<file path="config.mk">
export PLATFORM = sky130hd
export DESIGN_NAME = mem_sdp_ram
export DESIGN_NICKNAME = d
export VERILOG_FILES = /design/src/rtl/mem_pkg.sv /design/src/rtl/mem_clear_seq.sv /design/src/rtl/mem_sdp_ram.sv
export SDC_FILE = /design/constraint.sdc
export NUM_CORES = 2
export LEC_CHECK = 0
export BUFFER_PORTS_ARGS = -buffer_cell sky130_fd_sc_hd__buf_2
export CAP_MARGIN = 20
export CORE_AREA = 4 4 604 606
export CTS_CLUSTER_DIAMETER = 50
export CTS_CLUSTER_SIZE = 10
export DETAILED_ROUTE_END_ITERATION = 10
export DIE_AREA = 0 0 608 610
export GPL_ROUTABILITY_DRIVEN = 0
export PLACE_DENSITY = 0.61
export REMOVE_ABC_BUFFERS = 1
export SLEW_MARGIN = 20
export SYNTH_ARGS = -nofsm -noshare
export SYNTH_HDL_FRONTEND = slang
export SYNTH_SLANG_ARGS = --single-unit
</file>
<file path="constraint.sdc">
create_clock -name clk -period 6.64 [get_ports clk]
set_clock_uncertainty 0.05 [all_clocks]
set_input_delay 0.664 -clock clk [delete_from_list [all_inputs] [get_ports clk]]
set_output_delay 0.664 -clock clk [all_outputs]
set_load 0.02 [all_outputs]
</file>
<file path="src/rtl/mem_pkg.sv">
// mem_pkg: shared types and defaults for the simple dual-port RAM.
//   rdw_mode_e  - read/write collision policy
//   clr_state_e - zero-fill sequencer states
//   word_t      - default 16-bit data word
//   addr_w()    - address width for a given depth (never below 1 bit)
package mem_pkg;

   typedef enum logic {
      RDW_READ_FIRST,
      RDW_WRITE_FIRST
   } rdw_mode_e;

   typedef enum logic {
      CLEAR,
      READY
   } clr_state_e;

   localparam int unsigned DEF_WIDTH  = 16;
   localparam int unsigned DEF_DEPTH  = 256;
   localparam int unsigned DEF_LANE_W = 8;

   typedef logic [DEF_WIDTH-1:0] word_t;

   function automatic int unsigned addr_w(input int unsigned depth);
      return (depth > 1) ? $clog2(depth) : 1;
   endfunction

endpackage

</file>
<file path="src/rtl/mem_clear_seq.sv">
// mem_clear_seq: zero-fill sequencer that walks every address once after reset.
//   clk      in   rising-edge clock
//   rst_n    in   synchronous active-low reset; restarts the walk at address 0
//   busy     out  high while the walk is in progress
//   clr_we   out  write strobe for the zero word
//   clr_addr out  address being zeroed this cycle
module mem_clear_seq
   import mem_pkg::*;
#(
   parameter int unsigned DEPTH          = DEF_DEPTH,
   parameter bit          CLEAR_ON_RESET = 1'b1,
   localparam int unsigned AW            = addr_w(DEPTH)
) (
   input  logic          clk,
   input  logic          rst_n,
   output logic          busy,
   output logic          clr_we,
   output logic [AW-1:0] clr_addr
);

   localparam clr_state_e RST_STATE = CLEAR_ON_RESET ? CLEAR : READY;
   localparam logic [AW-1:0] LAST_ADDR = AW'(DEPTH - 1);

   clr_state_e    state_q, state_d;
   logic [AW-1:0] cnt_q, cnt_d;

   always_ff @(posedge clk) begin
      if (!rst_n) begin
         state_q <= RST_STATE;
         cnt_q   <= '0;
      end else begin
         state_q <= state_d;
         cnt_q   <= cnt_d;
      end
   end

   always_comb begin
      state_d = state_q;
      cnt_d   = cnt_q;
      busy    = 1'b0;
      clr_we  = 1'b0;
      case (state_q)
         CLEAR: begin
            busy   = 1'b1;
            clr_we = 1'b1;
            cnt_d  = cnt_q + AW'(1);
            // busy drops on the same edge that zeroes the last word
            if (cnt_q == LAST_ADDR) begin
               state_d = READY;
               cnt_d   = '0;
            end
         end
         READY: begin
            state_d = READY;
         end
         default: begin
            state_d = READY;
         end
      endcase
   end

   assign clr_addr = cnt_q;

endmodule

</file>
<file path="src/rtl/mem_sdp_ram.sv">
// mem_sdp_ram: parametrised simple dual-port synchronous RAM (one write port,
// one read port, one clock) with byte-lane writes, selectable collision policy,
// 1- or 2-cycle read latency and an optional zero-fill after reset.
//   clk      in   rising-edge clock
//   rst_n    in   synchronous active-low reset (control only; array untouched)
//   wr_en    in   write request
//   wr_addr  in   write address
//   wr_data  in   write data
//   wr_be    in   lane enables, bit i covers wr_data[i*LANE_W +: LANE_W]
//   rd_en    in   read request
//   rd_addr  in   read address
//   rd_data  out  read result, holds between results
//   rd_valid out  one-cycle strobe marking a new rd_data
//   busy     out  zero-fill in progress; both ports ignored
module mem_sdp_ram
   import mem_pkg::*;
#(
   parameter int unsigned WIDTH          = DEF_WIDTH,
   parameter int unsigned DEPTH          = DEF_DEPTH,
   parameter int unsigned LANE_W         = DEF_LANE_W,
   parameter int unsigned RD_LATENCY     = 1,
   parameter rdw_mode_e   RDW_MODE       = RDW_READ_FIRST,
   parameter bit          CLEAR_ON_RESET = 1'b1,
   localparam int unsigned AW            = addr_w(DEPTH),
   localparam int unsigned NLANE         = WIDTH / LANE_W
) (
   input  logic             clk,
   input  logic             rst_n,
   input  logic             wr_en,
   input  logic [AW-1:0]    wr_addr,
   input  logic [WIDTH-1:0] wr_data,
   input  logic [NLANE-1:0] wr_be,
   input  logic             rd_en,
   input  logic [AW-1:0]    rd_addr,
   output logic [WIDTH-1:0] rd_data,
   output logic             rd_valid,
   output logic             busy
);

   if (RD_LATENCY != 1 && RD_LATENCY != 2) begin : g_bad_latency
      $error("mem_sdp_ram: RD_LATENCY must be 1 or 2");
   end
   if (WIDTH % LANE_W != 0) begin : g_bad_lane
      $error("mem_sdp_ram: WIDTH must be a multiple of LANE_W");
   end

   logic [WIDTH-1:0] mem_q [DEPTH];

   logic          clr_we;
   logic [AW-1:0] clr_addr;

   mem_clear_seq #(
      .DEPTH         (DEPTH),
      .CLEAR_ON_RESET(CLEAR_ON_RESET)
   ) u_clear_seq (
      .clk     (clk),
      .rst_n   (rst_n),
      .busy    (busy),
      .clr_we  (clr_we),
      .clr_addr(clr_addr)
   );

   logic             wr_acc, rd_acc;
   logic             wr_in_rng, rd_in_rng;
   logic [WIDTH-1:0] rd_old, rd_word;

   assign wr_acc    = wr_en & ~busy;
   assign rd_acc    = rd_en & ~busy;
   assign wr_in_rng = 32'(wr_addr) < DEPTH;
   assign rd_in_rng = 32'(rd_addr) < DEPTH;
   assign rd_old    = rd_in_rng ? mem_q[rd_addr] : '0;

   // Write-first collisions see the merged word: enabled lanes from the
   // write port, the rest from the array.
   always_comb begin
      rd_word = rd_old;
      if (RDW_MODE == RDW_WRITE_FIRST && wr_acc && rd_in_rng && wr_addr == rd_addr) begin
         for (int i = 0; i < NLANE; i++) begin
            if (wr_be[i]) rd_word[i*LANE_W +: LANE_W] = wr_data[i*LANE_W +: LANE_W];
         end
      end
   end

   // Array: no writes on reset edges, so reset alone never alters contents.
   always_ff @(posedge clk) begin
      if (rst_n) begin
         if (clr_we) begin
            mem_q[clr_addr] <= '0;
         end else if (wr_acc && wr_in_rng) begin
            for (int i = 0; i < NLANE; i++) begin
               if (wr_be[i]) mem_q[wr_addr][i*LANE_W +: LANE_W] <= wr_data[i*LANE_W +: LANE_W];
            end
         end
      end
   end

   // ---- stage p1: array read register ----
   logic [WIDTH-1:0] rd_data_p1_q;
   logic             vld_p1_q;

   always_ff @(posedge clk) begin
      if (!rst_n) begin
         rd_data_p1_q <= '0;
         vld_p1_q     <= 1'b0;
      end else begin
         vld_p1_q <= rd_acc;
         if (rd_acc) rd_data_p1_q <= rd_word;
      end
   end

   // ---- stage p2: optional output register ----
   if (RD_LATENCY == 2) begin : g_lat2
      logic [WIDTH-1:0] rd_data_p2_q;
      logic             vld_p2_q;

      always_ff @(posedge clk) begin
         if (!rst_n) begin
            rd_data_p2_q <= '0;
            vld_p2_q     <= 1'b0;
         end else begin
            vld_p2_q <= vld_p1_q;
            if (vld_p1_q) rd_data_p2_q <= rd_data_p1_q;
         end
      end

      assign rd_data  = rd_data_p2_q;
      assign rd_valid = vld_p2_q;
   end else begin : g_lat1
      assign rd_data  = rd_data_p1_q;
      assign rd_valid = vld_p1_q;
   end

endmodule

</file>
==> impl_metrics.csv <==
group,metric,value,unit
finish,most-common-layout-cells,"edfxtp_1, mux4_2, nor2_1",
worst_setup_path,crit_path_end_kind,"register",
worst_setup_path,crit_arrival,5.42,ns
yosys,async_reset_ff_frac,0,
placement,portBuffers,55,
cts,cts_num_sinks,4122,
global_routing,grt_usage,0.246,
yosys,postSynthAreaPerCell,20.9,µm²
floorplan,io_pins,56,
placement,dp_cells,12300,
power,p_comb_frac,0.037,
sta,finalSetupTns,0,ns
worst_setup_path,worstPathRequired,7.19,ns
yosys,ys_ff_latch,4122,
route,post-route-drc-count,0,
cts,cts_tree,"done",
sta,fmax,205,MHz
cts,cts-root-buf,"clkbuf_16",
yosys,synth_area,161000,µm²
worst_setup_path,r2r_slack,1.77,ns
run_status,status,"finished, final reports clean",
yosys,yosysUniqueCellTypes,89,
yosys,synth_edf_count,4096,
finish,num-nets-final,8019,
route,drt-initial-drc-count,11800,
global_routing,grt_max_degree,231,
sta,setup_viol_count_final,0,
sta,finalCritPeriodShare,0.733,
placement,hpwl,283,mm
hold_path,hp-class,"input pin to register",
cts,clock_tree.buffer_depth,4,
floorplan,die_w,608,µm
power,p_leak,55.2,nW
finish,drive_above_1_share,0.207,
global_routing,overflow,0,
global_routing,antenna_found_initial,31,
flow_run,max_cap_viol_count,0,
global_routing,grt_pass1_vias,81700,
power,switching_share,0.209,
global_routing,grt_pass1_wl,649,mm
cts,clk_pin_slew_worst_paths,0.05,ns
yosys,synth_warnings,0,
sta,slew_headroom,0.216,
sta,tightest_slew,1.18,ns
power,p_per_area,295,nW/µm²
floorplan,start_util,0.449,
route,detail_route.wl_per_cell,36.0,µm
cts,cts_max_level,5,
worst_setup_path,setup.worst_path.class,"register to register",
yosys,synth-seq-area-share,0.767,
yosys,synthCells,7719,
floorplan,core,359000,µm²
sta,slew_viol_final,0,
floorplan,die_h,610,µm
worst_setup_path,worstPathMaxFanout,27,
power,p_sw,11.0,mW
sta,hold_viol,0,
route,wl,466,mm
finish,layout_commonest_cell,"edfxtp_1",
route,routed_via_density,6.41,
cts,cts-buffers-inserted,466,
yosys,synth_ff_type,"edfxtp_1",
finish,area_growth_syn_to_layout,11.4,%
floorplan,row_count,220,
sta,period_minus_slack,4.87,ns
sta,rsz0062_at_grt,"false",
power,intPower,41.8,mW
power,sequentialPowerShare,0.533,
route,ant_nets,0,
worst_setup_path,timing.critical_path.from_type,"register",
cts,insertion_delay,0.98,ns
power,ir_worst_vdd,0.243,mV
route,vias,82900,
route,first_pass_iters,8,
power,clockPowerShare,0.430,
floorplan,die_area,371000,µm²
finish,instances_no_fill,12900,
-- repair_timing --
action,CTS,global route
hold endpoints to repair,11,0
setup buffers,0,0
gates resized for setup,0,0
hold buffers,3,0
-- state kept, by name, summed over array words and instances, names as in the netlist --
register / count
mem_q: 4096
rd_data: 16
rd_valid: 1
u_clear_seq.clr_addr: 8
u_clear_seq.state_q: 1
-- worst max-delay path, cell delays in order, from the launching register on --
cell	delay, ns
dfxtp_1	0.75
o2111a_1	0.50
buf_4	0.37
nand3_1	0.12
nand2_1	0.65
nand3_1	1.05
nor2_1	0.98
-- power by group through the flow --
stage | Combinational [mW] | Clock, mW | Sequential (mW)
6_report | 1.97 | 22.7 | 28.2
5_1_grt | 2.01 | 24.0 | 28.2
4_1_cts | 1.95 | 22.9 | 28.2
3_5_place_dp | 1.94 | 0 | 28.7
3_3_place_gp | 1.94 | 0 | 28.7
2_1_floorplan | 0.828 | 0 | 28.7
-- final timing paths --
kind,start,to,cells after the start
setup reg to reg,u_clear_seq.state_q,mem_q[203][6],6
hold / removal,wr_data[5],mem_q[154][5],2
hold reg to reg,rd_data[11],rd_data[11],2
setup / recovery,u_clear_seq.state_q,mem_q[203][6],6
-- kinds of logic after synthesis --
group | after synthesis | share of synthesized area
DFF | 4122 | 0.767
AOI/OAI and AO/OA | 706 | 0.0312
muxes | 1327 | 0.151
and+or+nand+nor | 1076 | 0.0301
adders and majority gates | 1 | 0.0000776
xor gates and xnor gates | 3 | 0.000163
buffers and inverters | 484 | 0.0209
-- metrics by stage --
stage	cell area, µm²	total power, mW	util	hold slack, ns	setup slack (ns)
after floorplan	158000	29.6	-	0.458	1.09
after global routing	179000	54.2	0.500	0.114	1.61
final	179000	52.9	0.500	0.118	1.77
after CTS	179000	53.1	0.500	0.0623	1.85
after detailed placement	166000	30.7	0.464	0.470	1.74
after global placement	166000	30.7	0.463	0.490	1.60
-- Yosys cell counts (all sizes together) (29+ instances only) --
master | instances | share of area
mux4 | 857 | 0.12
nand3 | 101 | 0.0031
mux2 | 33 | 0.0023
nand4 | 32 | 0.0012
clkbuf | 210 | 0.0058
nor2 | 563 | 0.013
o22ai | 145 | 0.0056
and2 | 36 | 0.0014
mux2i | 437 | 0.027
a22oi | 83 | 0.0039
a211oi | 39 | 0.0018
o221ai | 111 | 0.0060
edfxtp | 4096 | 0.76
o21ai | 87 | 0.0027
buf | 268 | 0.015
nor3 | 70 | 0.0022
a2111oi | 29 | 0.0017
a21oi | 72 | 0.0022
nand2 | 150 | 0.0035
-- per-layer routing --
| metal | part of all wire | up-vias | track usage |
|---|---|---|---|
| li1 | - | 32800 | - |
| met1 | 0.38 | 44100 | 0.342 |
| met2 | 0.46 | 5050 | 0.378 |
| met3 | 0.11 | 958 | 0.0556 |
| met4 | 0.048 | 12 | 0.104 |
| met5 | 0.00018 | - | 0 |
-- cell type report --
class                      count  area, µm²
antenna                       12       30.0
clock buffer                 574      12300
clock inverter                59        664
fill                       28400     179000
inverter                       4       25.0
multi-input combinational   3113      34500
sequential                  4122     124000
tap                         4773       5970
timing repair buffer         273       2520
Power figures use the tool's default switching activity.
